===== src/rtl/spi_master_ctrl_if.sv =====
// Request/response bus and SPI pins of spi_master_ctrl.
// master: the SPI master block itself (owns the SPI pins and the response side).
// slave : the requester / environment driving requests and spi_miso.
interface spi_master_ctrl_if #(
  parameter int ADDR_W = 4,
  parameter int REG_W  = 8
);
  logic              ena;
  logic [1:0]        mode;
  logic              req_vld;
  logic              req_rdy;
  logic              req_we;
  logic [ADDR_W-1:0] req_addr;
  logic [REG_W-1:0]  req_wdata;
  logic              rsp_vld;
  logic [REG_W-1:0]  rsp_rdata;
  logic              busy;
  logic              spi_cs_n;
  logic              spi_clk;
  logic              spi_mosi;
  logic              spi_miso;

  modport master (
    input  ena, mode, req_vld, req_we, req_addr, req_wdata, spi_miso,
    output req_rdy, rsp_vld, rsp_rdata, busy, spi_cs_n, spi_clk, spi_mosi
  );

  modport slave (
    output ena, mode, req_vld, req_we, req_addr, req_wdata, spi_miso,
    input  req_rdy, rsp_vld, rsp_rdata, busy, spi_cs_n, spi_clk, spi_mosi
  );
endinterface


===== src/rtl/spi_master_ctrl.sv =====
// Register-access SPI master: one frame of {R/W, address, data}, MSB first,
// in any of the four SPI modes, with a half-period down-counter timebase.
//
// state   | meaning
// --------+-----------------------------------------------------------
// S_IDLE  | cs_n high, waiting for an accepted request
// S_SETUP | cs_n low, first frame bit on mosi, one half-period
// S_SHIFT | 2N half-periods, spi_clk toggles at each terminal count
// S_HOLD  | cs_n low, spi_clk back at CPOL, one half-period
// S_GAP   | cs_n high, rsp_vld on first cycle, one half-period
module spi_master_ctrl #(
  parameter int ADDR_W  = 4,
  parameter int REG_W   = 8,
  parameter int CLK_DIV = 2
) (
  input logic               clk,
  input logic               rst,
  spi_master_ctrl_if.master bus
);

  localparam int N  = 1 + ADDR_W + REG_W;
  localparam int CW = (CLK_DIV > 1) ? $clog2(CLK_DIV) : 1;
  localparam int HW = $clog2(2 * N);

  localparam logic [CW-1:0] CNT_LOAD  = CW'(CLK_DIV - 1);
  localparam logic [HW-1:0] HCNT_LOAD = HW'(2 * N - 1);

  typedef enum logic [2:0] {
    S_IDLE,
    S_SETUP,
    S_SHIFT,
    S_HOLD,
    S_GAP
  } state_t;

  state_t           r_state;
  state_t           w_state_nxt;
  logic [CW-1:0]    r_cnt;
  logic [HW-1:0]    r_hcnt;
  logic             r_sclk;
  logic             r_cpol;
  logic             r_cpha;
  logic [N-1:0]     r_tx;
  logic [REG_W-1:0] r_rx;
  logic             r_rsp_vld;
  logic [REG_W-1:0] r_rsp_rdata;

  logic w_tc;
  logic w_accept;
  logic w_load;
  logic w_leading;
  logic w_sample;
  logic w_shift;
  logic w_cs_active;

  assign w_tc        = (r_cnt == '0);
  assign w_accept    = (r_state == S_IDLE) && bus.ena && bus.req_vld;
  assign w_load      = (r_state != w_state_nxt) || ((r_state == S_SHIFT) && w_tc);
  // Half-period index t = 2N-1-r_hcnt; even t (odd r_hcnt) ends on a leading edge.
  assign w_leading   = r_hcnt[0];
  assign w_sample    = w_leading ^ r_cpha;
  // CPHA=1 already shows the MSB, so the first leading edge must not shift.
  assign w_shift     = r_cpha ? (w_leading && (r_hcnt != HCNT_LOAD)) : !w_leading;
  assign w_cs_active = (r_state == S_SETUP) || (r_state == S_SHIFT) || (r_state == S_HOLD);

  // State register.
  always_ff @(posedge clk or posedge rst) begin
    if (rst) begin
      r_state <= S_IDLE;
    end else begin
      r_state <= w_state_nxt;
    end
  end

  // Next-state decode, each non-idle state paced by the half-period counter.
  always_comb begin
    w_state_nxt = r_state;
    case (r_state)
      S_IDLE:  if (w_accept) w_state_nxt = S_SETUP;
      S_SETUP: if (w_tc) w_state_nxt = S_SHIFT;
      S_SHIFT: if (w_tc && (r_hcnt == '0)) w_state_nxt = S_HOLD;
      S_HOLD:  if (w_tc) w_state_nxt = S_GAP;
      S_GAP:   if (w_tc) w_state_nxt = S_IDLE;
      default: w_state_nxt = S_IDLE;
    endcase
  end

  // Timebase, request latch, shift registers and response capture.
  always_ff @(posedge clk or posedge rst) begin
    if (rst) begin
      r_cnt       <= '0;
      r_hcnt      <= '0;
      r_sclk      <= 1'b0;
      r_cpol      <= 1'b0;
      r_cpha      <= 1'b0;
      r_tx        <= '0;
      r_rx        <= '0;
      r_rsp_vld   <= 1'b0;
      r_rsp_rdata <= '0;
    end else begin
      r_rsp_vld <= 1'b0;
      if (w_load) begin
        r_cnt <= CNT_LOAD;
      end else if (!w_tc) begin
        r_cnt <= r_cnt - 1'b1;
      end
      case (r_state)
        S_IDLE: begin
          // Tracking CPOL while idle keeps spi_clk at the requested level,
          // and the acceptance edge leaves it latched for the frame.
          r_cpol <= bus.mode[1];
          if (w_accept) begin
            r_cpha <= bus.mode[0];
            r_tx   <= {bus.req_we, bus.req_addr, bus.req_wdata & {REG_W{bus.req_we}}};
          end
        end
        S_SETUP: begin
          r_sclk <= r_cpol;
          r_hcnt <= HCNT_LOAD;
        end
        S_SHIFT: begin
          if (w_tc) begin
            r_sclk <= ~r_sclk;
            r_hcnt <= r_hcnt - 1'b1;
            if (w_sample) r_rx <= {r_rx[REG_W-2:0], bus.spi_miso};
            if (w_shift)  r_tx <= {r_tx[N-2:0], 1'b0};
          end
        end
        S_HOLD: begin
          if (w_tc) begin
            r_rsp_vld   <= 1'b1;
            r_rsp_rdata <= r_rx;
          end
        end
        default: ;
      endcase
    end
  end

  assign bus.spi_cs_n  = !w_cs_active;
  assign bus.spi_clk   = rst ? bus.mode[1] : ((r_state == S_SHIFT) ? r_sclk : r_cpol);
  assign bus.spi_mosi  = w_cs_active && r_tx[N-1];
  assign bus.req_rdy   = !rst && (r_state == S_IDLE) && bus.ena;
  assign bus.busy      = (r_state != S_IDLE);
  assign bus.rsp_vld   = r_rsp_vld;
  assign bus.rsp_rdata = r_rsp_rdata;

endmodule


===== src/flat_wrapper.sv =====
// flat-port wrapper written by rule: the top's interface ports become plain ports
module spi_master_ctrl_flat 
#(
  parameter int ADDR_W  = 4,
  parameter int REG_W   = 8,
  parameter int CLK_DIV = 2
)
  (clk, rst, bus_ena, bus_mode, bus_req_vld, bus_req_we, bus_req_addr, bus_req_wdata, bus_spi_miso, bus_req_rdy, bus_rsp_vld, bus_rsp_rdata, bus_busy, bus_spi_cs_n, bus_spi_clk, bus_spi_mosi);
  spi_master_ctrl_if #(.ADDR_W(ADDR_W), .REG_W(REG_W)) bus_i ();
  input logic clk;
  input logic rst;
  input wire logic [$bits(bus_i.ena)-1:0] bus_ena;
  input wire logic [$bits(bus_i.mode)-1:0] bus_mode;
  input wire logic [$bits(bus_i.req_vld)-1:0] bus_req_vld;
  input wire logic [$bits(bus_i.req_we)-1:0] bus_req_we;
  input wire logic [$bits(bus_i.req_addr)-1:0] bus_req_addr;
  input wire logic [$bits(bus_i.req_wdata)-1:0] bus_req_wdata;
  input wire logic [$bits(bus_i.spi_miso)-1:0] bus_spi_miso;
  output wire logic [$bits(bus_i.req_rdy)-1:0] bus_req_rdy;
  output wire logic [$bits(bus_i.rsp_vld)-1:0] bus_rsp_vld;
  output wire logic [$bits(bus_i.rsp_rdata)-1:0] bus_rsp_rdata;
  output wire logic [$bits(bus_i.busy)-1:0] bus_busy;
  output wire logic [$bits(bus_i.spi_cs_n)-1:0] bus_spi_cs_n;
  output wire logic [$bits(bus_i.spi_clk)-1:0] bus_spi_clk;
  output wire logic [$bits(bus_i.spi_mosi)-1:0] bus_spi_mosi;
  assign bus_i.ena = bus_ena;
  assign bus_i.mode = bus_mode;
  assign bus_i.req_vld = bus_req_vld;
  assign bus_i.req_we = bus_req_we;
  assign bus_i.req_addr = bus_req_addr;
  assign bus_i.req_wdata = bus_req_wdata;
  assign bus_i.spi_miso = bus_spi_miso;
  assign bus_req_rdy = bus_i.req_rdy;
  assign bus_rsp_vld = bus_i.rsp_vld;
  assign bus_rsp_rdata = bus_i.rsp_rdata;
  assign bus_busy = bus_i.busy;
  assign bus_spi_cs_n = bus_i.spi_cs_n;
  assign bus_spi_clk = bus_i.spi_clk;
  assign bus_spi_mosi = bus_i.spi_mosi;
  spi_master_ctrl #(.ADDR_W(ADDR_W), .REG_W(REG_W), .CLK_DIV(CLK_DIV)) u_core (.clk(clk), .rst(rst), .bus(bus_i));
endmodule

===== config.mk =====
export PLATFORM = sky130hd
export DESIGN_NAME = spi_master_ctrl_flat
export DESIGN_NICKNAME = d
export VERILOG_FILES = /design/src/rtl/spi_master_ctrl_if.sv /design/src/rtl/spi_master_ctrl.sv /design/src/flat_wrapper.sv
export SDC_FILE = /design/constraint.sdc
export NUM_CORES = 1
export LEC_CHECK = 0
export BUFFER_PORTS_ARGS = -buffer_cell sky130_fd_sc_hd__buf_2
export CAP_MARGIN = 5
export CORE_ASPECT_RATIO = 1.4
export CORE_MARGIN = 5
export CORE_UTILIZATION = 26
export CTS_CLUSTER_DIAMETER = 150
export DETAILED_ROUTE_END_ITERATION = 7
export PLACE_DENSITY = 0.48
export SKIP_CTS_REPAIR_TIMING = 1
export SYNTH_ARGS = -nofsm -noshare
export SYNTH_HDL_FRONTEND = slang
export SYNTH_SLANG_ARGS = --single-unit

===== constraint.sdc =====
create_clock -name clk -period 4.4 [get_ports clk]
set_clock_uncertainty 0.05 [all_clocks]
set_input_delay 0 -clock clk [delete_from_list [all_inputs] [get_ports clk]]
set_output_delay 0 -clock clk [all_outputs]
set_load 0.005 [all_outputs]

Word-level counts from Yosys, hierarchy flattened

Cells that the tools add are included.

Bits of input ports: 20
Register bits after elaboration: 42
Logic and storage cells: 70

Eq/ne operators: 9
Mux-type cells: 21
Add/subtract/negate cells: 2
Reductions and logical operators: 24
Bitwise logic cells: 4

Operators by type and width:

| operator                                            | count |
|---|---|
| 2-to-1 mux 13 bit                                   | 3 |
| case mux 13 bit (2 select lines)                    | 1 |
| 2-to-1 mux 3 bit                                    | 5 |
| case mux 3 bit (5 select lines)                     | 1 |
| case mux 5 bit (2 select lines)                     | 1 |
| bitwise AND 8 bit                                   | 1 |
| logical AND 1 bit                                   | 8 |
| 2-to-1 mux 1 bit                                    | 8 |
| equality test 3 x 2 -> 1 bit, second input constant | 2 |
| AND reduction 2 bit                                 | 3 |
| zero test 5 bit                                     | 1 |
| 2-to-1 mux 5 bit                                    | 1 |
| != test 5 bit, second input constant                | 1 |
| subtractor 5 x 1 -> 5 bit, second input constant    | 1 |
| != test 2 x 1 -> 1 bit, second input constant       | 2 |
| AND reduction 4 bit                                 | 1 |
| nonzero test 2 bit                                  | 2 |
| equality test 3 x 1 -> 1 bit, second input constant | 1 |
| equality test 3 bit, second input constant          | 1 |
| zero test 1 bit                                     | 3 |
| zero test 3 bit                                     | 1 |
| logical OR 1 bit                                    | 3 |
| != test 3 bit                                       | 1 |
| AND reduction 3 bit                                 | 1 |
| 6 further kinds                                     | 7 |

Logic depth before layout (Yosys ltp)

Gate-level depths: netlist (run 1).

Depth after elaboration: 8
Depth in mapped cells: 7
Gate-level depth less buffers: 6

Worst setup path after synthesis (run 1)

No wires, ideal clock.

Path kind: flip-flop to flip-flop
Start: reg u_core.r_cnt
End: reg u_core.r_hcnt[3]
Data arrival time: 1609 ps
Required time: 4230 ps
Cell stages (with the launch flop): 6
Setup time: 120 ps
Setup slack: 2621 ps
Clock period less this slack: 1779 ps
Cell sequence: dfrtp_1 buf_6 or4b_4 or4_1 xor2_1 nand2_1

Longest elaborated chain between the ends: 2

RTL lines:

| element                       | RTL line               | source |
|---|---|---|
| start: declaration            | spi_master_ctrl.sv:38  | `logic [CW-1:0] r_cnt;` |
| start signal: assignment      | spi_master_ctrl.sv:105 | `r_cnt <= r_cnt - 1'b1;` |
| != test 2 bit (no line)       | n/a                    |  |
| AND reduction 2 bit (no line) | n/a                    |  |
| end signal: assignment        | spi_master_ctrl.sv:124 | `r_hcnt <= r_hcnt - 1'b1;` |
| end: declaration              | spi_master_ctrl.sv:39  | `logic [HW-1:0] r_hcnt;` |

No other way between the ends.
A chain may end at the register's enable or synchronous reset.

Final worst setup path (run 1)

Start: reg u_core.r_cnt
End: reg u_core.r_tx[1]

Longest elaborated chain between the ends: 2

RTL lines:

| element                       | RTL line               | source |
|---|---|---|
| != test 2 bit (no line)       | n/a                    |  |
| AND reduction 4 bit (no line) | n/a                    |  |
| end signal: assignment        | spi_master_ctrl.sv:114 | `r_tx <= {bus.req_we, bus.req_addr, bus.req_wdata & {REG_W{bus.req_we}}};` |
| end signal: assignment        | spi_master_ctrl.sv:126 | `if (w_shift) r_tx <= {r_tx[N-2:0], 1'b0};` |
| end: declaration              | spi_master_ctrl.sv:43  | `logic [N-1:0] r_tx;` |

No other way between the ends.

==> results of run 1 <==
[logic make-up (layout without fill, tap and decap cells)]
kind of cell	after synthesis	count (layout)	share of synthesized area
buffers and inverters	14	53	0.0375
adder cells (fa/ha/maj)	3	3	0.0185
multiplexers	37	37	0.203
AND/OR/NAND/NOR	51	51	0.140
AO/OA/AOI/OAI	22	22	0.0627
flip-flops	42	42	0.517
XOR/XNOR	5	5	0.0215
[worst paths after layout]
check / endpoint / slack, ns / depth (start not counted)
max: u_core.r_tx[1]$_DFFE_PP0P_ / 2.26 / 4
min: u_core.r_tx[8]$_DFFE_PP0P_ / 0.007 / 3
max reg2reg: u_core.r_tx[1]$_DFFE_PP0P_ / 2.26 / 4
min reg2reg: u_core.r_tx[9]$_DFFE_PP0P_ / 0.46 / 1
max in group asynchronous: u_core.r_state[0]$_DFF_PP0_ / 3.55 / 4
min in group asynchronous: u_core.r_tx[0]$_DFFE_PP0P_ / 0.36 / 4
[area by class of cell]
| type | count | area [um2] | area share |
|---|---|---|---|
| flip-flops and latches | 42 | 1050 | 0.435 |
| multi-input cells | 118 | 907 | 0.375 |
| repair buffers | 40 | 228 | 0.0942 |
| well taps | 100 | 125 | 0.0518 |
| clock buffers | 5 | 68.8 | 0.0285 |
| clock inverters | 3 | 18.8 | 0.00776 |
| inverters | 5 | 18.8 | 0.00776 |
[stage by stage]
step	area, um2	power (W)
2_1_floorplan	2030	0.000466
3_3_place_gp	2290	0.000491
3_5_place_dp	2290	0.000493
4_1_cts	2380	0.000748
5_1_grt	2420	0.000775
6_report	2420	0.000736
[flip-flops by register name, indices dropped and copies added, names as in the netlist]
register	count
u_core.r_rx	8
u_core.r_hcnt	5
u_core.r_cpol	1
u_core.r_cnt	1
u_core.bus.rsp_vld	1
u_core.r_sclk	1
u_core.r_cpha	1
u_core.r_tx	13
u_core.r_state	3
u_core.bus.rsp_rdata	8
[layer usage]
layer | up-vias | share of wire | track usage
met3 | 5 | 0.038 | 0.0173
met5 | - | 0 | 0
met4 | 0 | 0.023 | 0.0507
li1 | 678 | - | -
met2 | 24 | 0.49 | 0.149
met1 | 692 | 0.45 | 0.104
[power groups by stage]
stage	Combinational (W)	Clock, W	Sequential [W]
floorplan	0.0000377	0	0.000428
detailed placement	0.0000574	0	0.000435
global placement	0.0000570	0	0.000434
global route	0.0000684	0.000275	0.000431
finish	0.0000583	0.000251	0.000427
CTS	0.0000579	0.000263	0.000427
[layout by cell type, fill, tap and decap left out]
| cell type | count |
|---|---|
| nor2b_1 | 1 |
| o21a_1 | 2 |
| xnor2_1 | 1 |
| nand2_1 | 24 |
| a31o_2 | 1 |
| inv_6 | 1 |
| nor4b_4 | 1 |
| nor3b_1 | 3 |
| nand3_1 | 3 |
| nand2b_1 | 1 |
| dfrtp_1 | 42 |
| nor4b_1 | 1 |
| ha_1 | 3 |
| or4b_4 | 1 |
| nor4_4 | 1 |
| clkinv_2 | 2 |
| a21oi_1 | 4 |
| nand4b_1 | 1 |
| a31oi_1 | 1 |
| buf_2 | 33 |
| o21ai_0 | 12 |
| nor2_1 | 11 |
| a32oi_1 | 1 |
| clkbuf_8 | 5 |
| xor2_1 | 4 |
| mux2_2 | 34 |
| nor3b_2 | 1 |
| dlygate4sd3_1 | 4 |
| or4_1 | 1 |
| buf_4 | 3 |
| o31a_1 | 1 |
| nand3b_1 | 1 |
| mux2i_1 | 3 |
| inv_1 | 5 |
[worst reg2reg max path, stage by stage, from the launching register on]
cell and delay (ns):
dfrtp_1 0.50, nand2b_1 0.21, o21a_1 0.14, nor4_4 0.71, mux2_2 0.41
==> results.md, run 1 <==
- Status: completed
- CTS tree: yes
- Worst Path Max Fanout: 13
- Fin. max-slew vios: 0
- Fin. Hold Viols: 0
- # Max-Cap Violations: 0
- Worst Setup SP: u_core.r_cnt$_DFF_PP0_
- Worst EP arrival: ~2.3 ns
- Final #Nets: 235
- Net switching power: approximately 0.00018 W
- Synth Warn #: 0
- Worst r2r src: u_core.r_cnt$_DFF_PP0_
- Final worst slack: 2.26 ns
- Final min period: about 2.1 ns
- Die ar.: 0.00972 mm2
- DR vias/cell: 4.47
- Layout cells sized above 1: 0.390
- CP Cell Sequence: nand2b_1 > o21a_1 > nor4_4 > mux2_2
- Fin cells: 313
- Yosys cell types: 32
- Peak VDD IR: approximately 0.097 mV
- Die X: ~85 um
- Clock Latency Late Sink: 0.30 ns
- Final hold slack: roughly 0.007 ns
- # IOs: 34
- Clock Sinks: between 40 and 50
- Ys flop type: dfrtp_1
- Core Util, Final: 0.314
- Share of the yosys chip area belonging to registers: 0.517
- Gr usage total: 0.0885
- Sw Share: 0.244
- Pre-CTS setup slack: between 2 and 2.5 ns
- Cells after Synth: 174
- Initial Utilization: 0.264
- Worst endpoint required time: around 4.5 ns
- Most frequent cell after synthesis: dfrtp_1
- First-pass GRT wire length: between 6000 and 7000 um
- H-tree depth: 2
- Class of the worst hold path: in -> reg
- Buffers on Ports: 33
- Max Fclk: approximately 470 MHz
- Initial antenna violation count: 0
- Slew margin rel.: 0.429
- Startpoint Class: flip-flop
- RSZ-0062 raised after global routing: false
- Antenna Nets Post-Route: 0
- Internal Pwr Total: between 0.0005 and 0.0006 W
- Number of global-route vias before repair: 1418
- Share of total power in the clock network: 0.341
- Fillers: 843
- Total number of vias: 1399
- Row Count: 38
- Number of DRC violations after detailed-routing iteration 0: 110
- Setup TNS Final: 0 ns
- Die H: 115 um
- Mapped cell area: a little over 0.002 mm2
- CP Capture Type: flip-flop
- Final setup viols: 0
- Placer Congestion: roughly 0.74
- Final worst path period share: 0.487
- Largest net degree at the start of global routing: 43
- Drt total wl: between 4000 and 5000 um
- Antenna diodes: 0
- PwrDens: 304 mW/mm2
- Syn nets: 197
- Ys async rst share: 1.00
- Buf/Inv on CP: 0
- Remaining DRCs: 0
- TritonCTS buffer count: 5
- Inst Count DP: 301
- Grt ovf: 0
- Post-synth top area cell: dfrtp_1
- Critical-path top delay cell: nor4_4
- CP Class: reg -> reg
- Clk slew on worst S/H paths: ~0.090 ns
- Post-synth EDFFs: 0
- Area grow syn2layout: 18.8%
- Avg Inst Size Synth: 11.7 um2
- Hpwl dp: 2850 um
- Clk root buf: clkbuf_8
- Sequential share of power: 0.580
- Min-delay src: bus_req_addr[0]
- Placeable Area: 0.00770 mm2
- Most frequent cells after synthesis: 42 x dfrtp_1, 34 x mux2_2, 24 x nand2_1, 12 x o21ai_0, 11 x nor2_1
- Post-synthesis sequential element count: between 40 and 50
- CP max stage delay: a little over 0.7 ns
- Routed len/inst: between 10 and 15 um
- Combinational group share of total power: 0.079
- Clock Path Buffers: 2
- Post-synth top area share: 0.517
- Synth area leaders: dfrtp_1 52%, mux2_2 19%, nand2_1 4.4%
- Least-Margin Pin Slew: 0.850 ns
- DRT Pass-1 Iters: 4
- Kind of cell adding the most delay to the critical path: simple AND/OR/NAND/NOR gates
- Leakage: approximately 1.2 nW
Power figures use the tool's default switching activity.
==> run 2, diff against run 1 <==
==> constraint.sdc (replaced) <==
create_clock -name clk -period 2.1 [get_ports clk]
set_clock_uncertainty 0.05 [all_clocks]
set_input_delay 0 -clock clk [delete_from_list [all_inputs] [get_ports clk]]
set_output_delay 0 -clock clk [all_outputs]
set_load 0.005 [all_outputs]
==> run 2 against run 1 <==
Worst hold slack improved by 0.011 ns. Setup slack worse by 2.1 ns. Die area is the same. Via count about the same. Non-clock buffer count grew 5. Highest routed layer unchanged.
==> results.md, run 2 (synthesis gave the netlist of run 1 again) <==
- Status: completed (unchanged)
- Routed len/inst: 12.7 um (was 12.9 um)
- Antenna Nets Post-Route: 0 (unchanged)
- Initial antenna violation count: 0 (unchanged)
- Final setup viols: 0 (unchanged)
- # IOs: 34 (unchanged)
- CP max stage delay: 0.59 ns (was 0.71 ns)
- Top reg by flops: u_core.r_tx (unchanged)
- Grt ovf: 0 (unchanged)
- Kind of cell adding the most delay to the critical path: simple AND/OR/NAND/NOR gates (unchanged)
- Worst Setup SP: u_core.r_cnt$_DFF_PP0_ (unchanged)
- DRT Pass-1 Iters: 4 (unchanged)
- Slew margin rel.: 0.635 (was 0.429)
- Hpwl dp: 2930 um (was 2850 um)
- Internal Pwr Total: 0.00117 W (was 0.000556 W)
- Setup crit end: u_core.r_hcnt[3]$_DFFE_PP0P_ (was u_core.r_tx[1]$_DFFE_PP0P_)
- Initial Utilization: 0.264 (unchanged)
- Drt total wl: 4050 um (about the same)
- Fin. Hold Viols: 0 (unchanged)
- Worst endpoint required time: 2.23 ns (was 4.54 ns)
- Placer Congestion: 0.819 (was 0.743)
- Clk slew on worst S/H paths: 0.08 ns (was 0.09 ns)
- Row Count: 38 (unchanged)
- Net switching power: 0.000373 W (was 0.000179 W)
- Final hold slack: 0.0183 ns (was 0.00687 ns)
- TritonCTS buffer count: 5 (unchanged)
- Worst r2r src: u_core.r_cnt$_DFF_PP0_ (unchanged)
- Gr usage total: 0.0886 (was 0.0885)
- Buf/Inv on CP: 0 (unchanged)
- Core Util, Final: 0.322 (was 0.314)
- Number of DRC violations after detailed-routing iteration 0: 51 (was 110)
- Layout cells sized above 1: 0.404 (was 0.390)
- Final instance area: 0.00248 mm2 (was 0.00242 mm2)
- Class of the worst hold path: in -> reg (unchanged)
- Instance area after placement: 0.00235 mm2 (was 0.00229 mm2)
- Clock Latency Late Sink: 0.29 ns (was 0.30 ns)
- Critical-path top delay cell: or4b_4 (was nor4_4)
- PwrDens: 620 mW/mm2 (was 304 mW/mm2)
- Max Fclk: 527 MHz (was 467 MHz)
- Reg-to-Reg End: u_core.r_hcnt[3]$_DFFE_PP0P_ (was u_core.r_tx[1]$_DFFE_PP0P_)
- CP Cell Sequence: or4b_4 > or4_1 > xor2_1 > nand2_1 (was nand2b_1 > o21a_1 > nor4_4 > mux2_2)
- Clock Path Buffers: 2 (unchanged)
- Clk root buf: clkbuf_8 (unchanged)
- CP Capture Type: flip-flop (unchanged)
- Total number of vias: 1400 (was 1399)
- Peak VDD IR: 0.287 mV (was 0.0972 mV)
- Clock Sinks: 42 (unchanged)
- Worst Path Max Fanout: 10 (was 13)
- DR vias/cell: 4.40 (was 4.47)
- Fin. max-slew vios: 0 (unchanged)
- FF-to-FF path depth: 4 (unchanged)
- Commonest non-fill, non-tap cells in the layout: 42 x dfrtp_1, 34 x mux2_2, 33 x buf_2, 24 x nand2_1, 12 x o21ai_0 (unchanged)
- Startpoint Class: flip-flop (unchanged)
- Number of global-route vias before repair: 1435 (was 1418)
- Worst EP arrival: 2.03 ns (was 2.28 ns)
- Remaining DRCs: 0 (unchanged)
- Sw Share: 0.242 (was 0.244)
- Die ar.: 0.00972 mm2 (unchanged)
- CTS tree: yes (unchanged)
- Largest net degree at the start of global routing: 43 (unchanged)
- Final worst path period share: 0.904 (was 0.487)
- Antenna diodes: 0 (unchanged)
- Combinational group share of total power: 0.080 (was 0.079)
- Reg2Reg Setup Slack: 0.20 ns (was 2.26 ns)
- Worst path depth: 4 (unchanged)
- First-pass GRT wire length: 6850 um (was 6910 um)
- Commonest non-fill, non-tap cell in the layout: dfrtp_1 (unchanged)
- Least-Margin Pin Slew: 0.548 ns (was 0.850 ns)
- Leakage: 1.19 nW (was 1.15 nW)
- Die H: 115 um (unchanged)
- CP Class: reg -> reg (unchanged)
- Sequential share of power: 0.581 (was 0.580)
- RSZ-0062 raised after global routing: false (unchanged)
- Die X: 84.8 um (unchanged)
- Share of total power in the clock network: 0.339 (was 0.341)
- Final min period: 1.90 ns (was 2.14 ns)
- Max reg flops: 13 (unchanged)
- H-tree depth: 2 (unchanged)
- # Max-Cap Violations: 0 (unchanged)
- Final #Nets: 240 (was 235)
- Area grow syn2layout: 21.9% (was 18.8%)
- Buffers on Ports: 33 (unchanged)
- Placeable Area: 0.00770 mm2 (unchanged)
- Setup TNS Final: 0 ns (unchanged)
==> run 2: changes by cell type in the layout (fill, tap and decap cells not counted), sizes merged <==
cell	change
buf	+5
==> run 2: worst reg2reg max path, stage by stage, from the launching register on <==
cell     delay (ns)
dfrtp_1        0.50
or4b_4         0.59
or4_1          0.43
xor2_1         0.16
nand2_1        0.07
==> run 2: through the flow <==
stage / setup WS (ns) / std cells / total power, W
6_report: 0.201 / 318 / 0.00154
4_1_cts: 0.208 / 314 / 0.00156
3_5_place_dp: 0.219 / 306 / 0.00103
5_1_grt: 0.120 / 318 / 0.00162
3_3_place_gp: 0.251 / 306 / 0.00103
2_1_floorplan: 0.321 / 174 / 0.000977
==> run 2: power groups by stage <==
stage	clock network, W	logic, W	registers [W]
6_report	0.000522	0.000123	0.000894
5_1_grt	0.000574	0.000143	0.000900
4_1_cts	0.000548	0.000122	0.000895
3_5_place_dp	0	0.000121	0.000911
3_3_place_gp	0	0.000119	0.000911
2_1_floorplan	0	0.0000790	0.000898
==> run 2: layout make-up <==
cell class	count	area [um2]
Clock buffer	5	68.8
Clock inverter	3	18.8
Fill cell	809	5220
Inverter	5	18.8
Multi-Input combinational cell	118	907
Sequential cell	42	1050
Tap cell	100	125
Timing Repair Buffer	45	290
==> run 2: worst min-delay path by stage <==
| stage | from | endpoint | slack [ns] | cells past startpoint |
|---|---|---|---|---|
| 2_1_floorplan | rst | bus_req_rdy | -0.02 | 1 |
| 3_3_place_gp | rst | u_core.r_state[0]$_DFF_PP0_ | 0.16 | 3 |
| 3_5_place_dp | rst | u_core.r_state[0]$_DFF_PP0_ | 0.16 | 3 |
| 4_1_cts | rst | u_core.r_sclk$_DFFE_PP0P_ | -0.16 | 3 |
| 5_1_grt | bus_req_addr[1] | u_core.r_tx[9]$_DFFE_PP0P_ | 0.02 | 3 |
| 6_report | bus_req_addr[0] | u_core.r_tx[8]$_DFFE_PP0P_ | 0.02 | 3 |
==> run 2: routing by layer <==
| metal | GRT usage | part of all wire | vias up |
|---|---|---|---|
| met5 | 0 | 0 | - |
| met4 | 0.0454 | 0.029 | 0 |
| met3 | 0.0245 | 0.050 | 8 |
| met2 | 0.148 | 0.50 | 28 |
| met1 | 0.103 | 0.42 | 674 |
| li1 | - | - | 690 |
==> run 3, diff against run 2 <==
--- a/config.mk
+++ b/config.mk
@@ -12,7 +12,7 @@
 export CORE_UTILIZATION = 26
 export CTS_CLUSTER_DIAMETER = 150
 export DETAILED_ROUTE_END_ITERATION = 7
-export PLACE_DENSITY = 0.48
+export PLACE_DENSITY = 0.51
 export SKIP_CTS_REPAIR_TIMING = 1
 export SYNTH_ARGS = -nofsm -noshare
 export SYNTH_HDL_FRONTEND = slang
==> constraint.sdc (replaced) <==
create_clock -name clk -period 2.1 [get_ports clk]
set_clock_uncertainty 0.05 [all_clocks]
set_input_delay 0 -clock clk [delete_from_list [all_inputs] [get_ports clk]]
set_output_delay 0 -clock clk [all_outputs]
set_load 0.01 [all_outputs]
==> run 3 against run 2 <==
Wire length fell by 1.6%. Combinational power is 3% higher. First-iteration DRC count grew 14%. Die area is the same. Non-clock buffer count stayed put. Clock power up 47%. Sequential share of layout area down 0.63 points. Utilization grew 0.49 points. Largest power group unchanged.
==> results.md, run 3 (synthesis gave the netlist of run 1 again) <==
- Status: completed (unchanged)
- FF-to-FF path depth: 4 (unchanged)
- Net switching power: 0.000381 W (was 0.000373 W)
- Final worst path period share: 0.880 (was 0.904)
- Largest net degree at the start of global routing: 43 (unchanged)
- First-pass GRT wire length: 6920 um (was 6850 um)
- Pre-CTS setup slack: 0.262 ns (was 0.219 ns)
- CP Capture Type: flip-flop (unchanged)
- Die H: 115 um (unchanged)
- Clock Path Buffers: 2 (unchanged)
- Layout cells sized above 1: 0.404 (unchanged)
- Commonest non-fill, non-tap cell in the layout: dfrtp_1 (unchanged)
- Number of global-route vias before repair: 1462 (was 1435)
- Routed len/inst: 12.5 um (was 12.7 um)
- Clock Latency Late Sink: 0.29 ns (about the same)
- CP Class: reg -> reg (unchanged)
- Clock Sinks: 42 (unchanged)
- Fin. max-slew vios: 0 (unchanged)
- Least-Margin Pin Slew: 0.533 ns (was 0.548 ns)
- Clk root buf: clkbuf_8 (unchanged)
- H-tree depth: 2 (unchanged)
- Remaining DRCs: 0 (unchanged)
- Worst endpoint required time: 2.23 ns (about the same)
- Class of the worst hold path: in -> reg (unchanged)
- Commonest non-fill, non-tap cells in the layout: 42 x dfrtp_1, 34 x mux2_2, 33 x buf_2, 24 x nand2_1, 12 x o21ai_0 (unchanged)
- Peak VDD IR: 0.350 mV (was 0.287 mV)
- Final min period: 1.85 ns (was 1.90 ns)
- Hpwl dp: 2860 um (was 2930 um)
- Clk slew on worst S/H paths: 0.09 ns (was 0.08 ns)
- Max Fclk: 541 MHz (was 527 MHz)
- Final total power: 0.00179 W (was 0.00154 W)
- Number of DRC violations after detailed-routing iteration 0: 58 (was 51)
- DR vias/cell: 4.36 (was 4.40)
- Row Count: 38 (unchanged)
- Worst Setup SP: u_core.r_state[1]$_DFF_PP0_ (was u_core.r_cnt$_DFF_PP0_)
- Leakage: 1.20 nW (was 1.19 nW)
- Top reg by flops: u_core.r_tx (unchanged)
- PwrDens: 711 mW/mm2 (was 620 mW/mm2)
- Setup crit end: u_core.r_hcnt[3]$_DFFE_PP0P_ (unchanged)
- Sw Share: 0.213 (was 0.242)
- Combinational group share of total power: 0.071 (was 0.080)
- Worst EP arrival: 1.98 ns (was 2.03 ns)
- Drt total wl: 3980 um (was 4050 um)
- Setup TNS Final: 0 ns (unchanged)
- Final setup viols: 0 (unchanged)
- Fin. Hold Viols: 0 (unchanged)
- TritonCTS buffer count: 5 (unchanged)
- Worst Path Max Fanout: 12 (was 10)
- Share of total power in the clock network: 0.430 (was 0.339)
- Startpoint Class: flip-flop (unchanged)
- # IOs: 34 (unchanged)
- Grt ovf: 0 (unchanged)
- Sequential share of power: 0.499 (was 0.581)
- Initial antenna violation count: 0 (unchanged)
- Antenna diodes: 0 (unchanged)
- Total number of vias: 1387 (was 1400)
- Die X: 84.8 um (unchanged)
- Placer Congestion: 0.770 (was 0.819)
- RSZ-0062 raised after global routing: false (unchanged)
- Final #Nets: 240 (unchanged)
- Internal Pwr Total: 0.00141 W (was 0.00117 W)
- Final worst slack: 0.252 ns (was 0.201 ns)
- Antenna Nets Post-Route: 0 (unchanged)
- Max reg flops: 13 (unchanged)
- DRT Pass-1 Iters: 4 (unchanged)
- Fin cells: 318 (unchanged)
- Slew margin rel.: 0.645 (was 0.635)
- Worst r2r src: u_core.r_state[1]$_DFF_PP0_ (was u_core.r_cnt$_DFF_PP0_)
- Gr usage total: 0.0878 (was 0.0886)
- Reg2Reg Setup Slack: 0.25 ns (was 0.20 ns)
- # Max-Cap Violations: 0 (unchanged)
- Area grow syn2layout: 23.7% (was 21.9%)
- Initial Utilization: 0.264 (unchanged)
- Inst Count DP: 306 (unchanged)
- Reg-to-Reg End: u_core.r_hcnt[3]$_DFFE_PP0P_ (unchanged)
- Placeable Area: 0.00770 mm2 (unchanged)
- Buffers on Ports: 33 (unchanged)
- Die ar.: 0.00972 mm2 (unchanged)
- CTS tree: yes (unchanged)
-- run 3: critical path: stages (launching register included) --
cell and delay (ns):
dfrtp_1 0.53, or4b_4 0.53, or4_1 0.43, xor2_1 0.14, nand2_1 0.06
-- run 3: per-stage QoR --
step | hold WS (ns) | area (um2) | util
floorplan | 0.000298 | 2030 | -
global placement | 0.158 | 2340 | 0.304
detailed placement | 0.162 | 2340 | 0.304
CTS | -0.170 | 2480 | 0.322
global route | 0.00540 | 2520 | 0.327
finish | 0.00805 | 2520 | 0.327
-- run 3: power groups by stage --
stage	Clock, W	Sequential, W	Combinational (W)
after floorplan	0	0.000898	0.0000822
after global placement	0	0.000911	0.000122
after detailed placement	0	0.000911	0.000125
after CTS	0.000797	0.000895	0.000126
after global routing	0.000823	0.000901	0.000146
final	0.000769	0.000894	0.000127
-- run 3: worst min path at each step --
stage	start	to	slack, ns	cells after the start
2_1_floorplan	rst	bus_req_rdy	0.0003	1
3_3_place_gp	rst	u_core.r_cpha$_DFFE_PP0P_	0.16	3
3_5_place_dp	rst	u_core.r_cpha$_DFFE_PP0P_	0.16	3
4_1_cts	rst	u_core.r_tx[12]$_DFFE_PP0P_	-0.17	3
5_1_grt	bus_req_addr[0]	u_core.r_tx[8]$_DFFE_PP0P_	0.005	3
6_report	bus_req_addr[0]	u_core.r_tx[8]$_DFFE_PP0P_	0.008	3
-- run 3: routing by layer --
metal | wire (um) | GRT usage
met3 | 172 | 0.0259
met5 | 0 | 0
met4 | 52 | 0.0317
met2 | 1980 | 0.146
met1 | 1780 | 0.108
-- run 3: final cells by class --
| type | instances | area (um2) |
|---|---|---|
| Sequential cell | 42 | 1050 |
| Clock inverter | 3 | 68.8 |
| Inverter | 5 | 18.8 |
| Multi-Input combinational cell | 118 | 907 |
| Clock buffer | 5 | 68.8 |
| Timing Repair Buffer | 45 | 278 |
| Tap cell | 100 | 125 |
| Fill cell | 821 | 5180 |
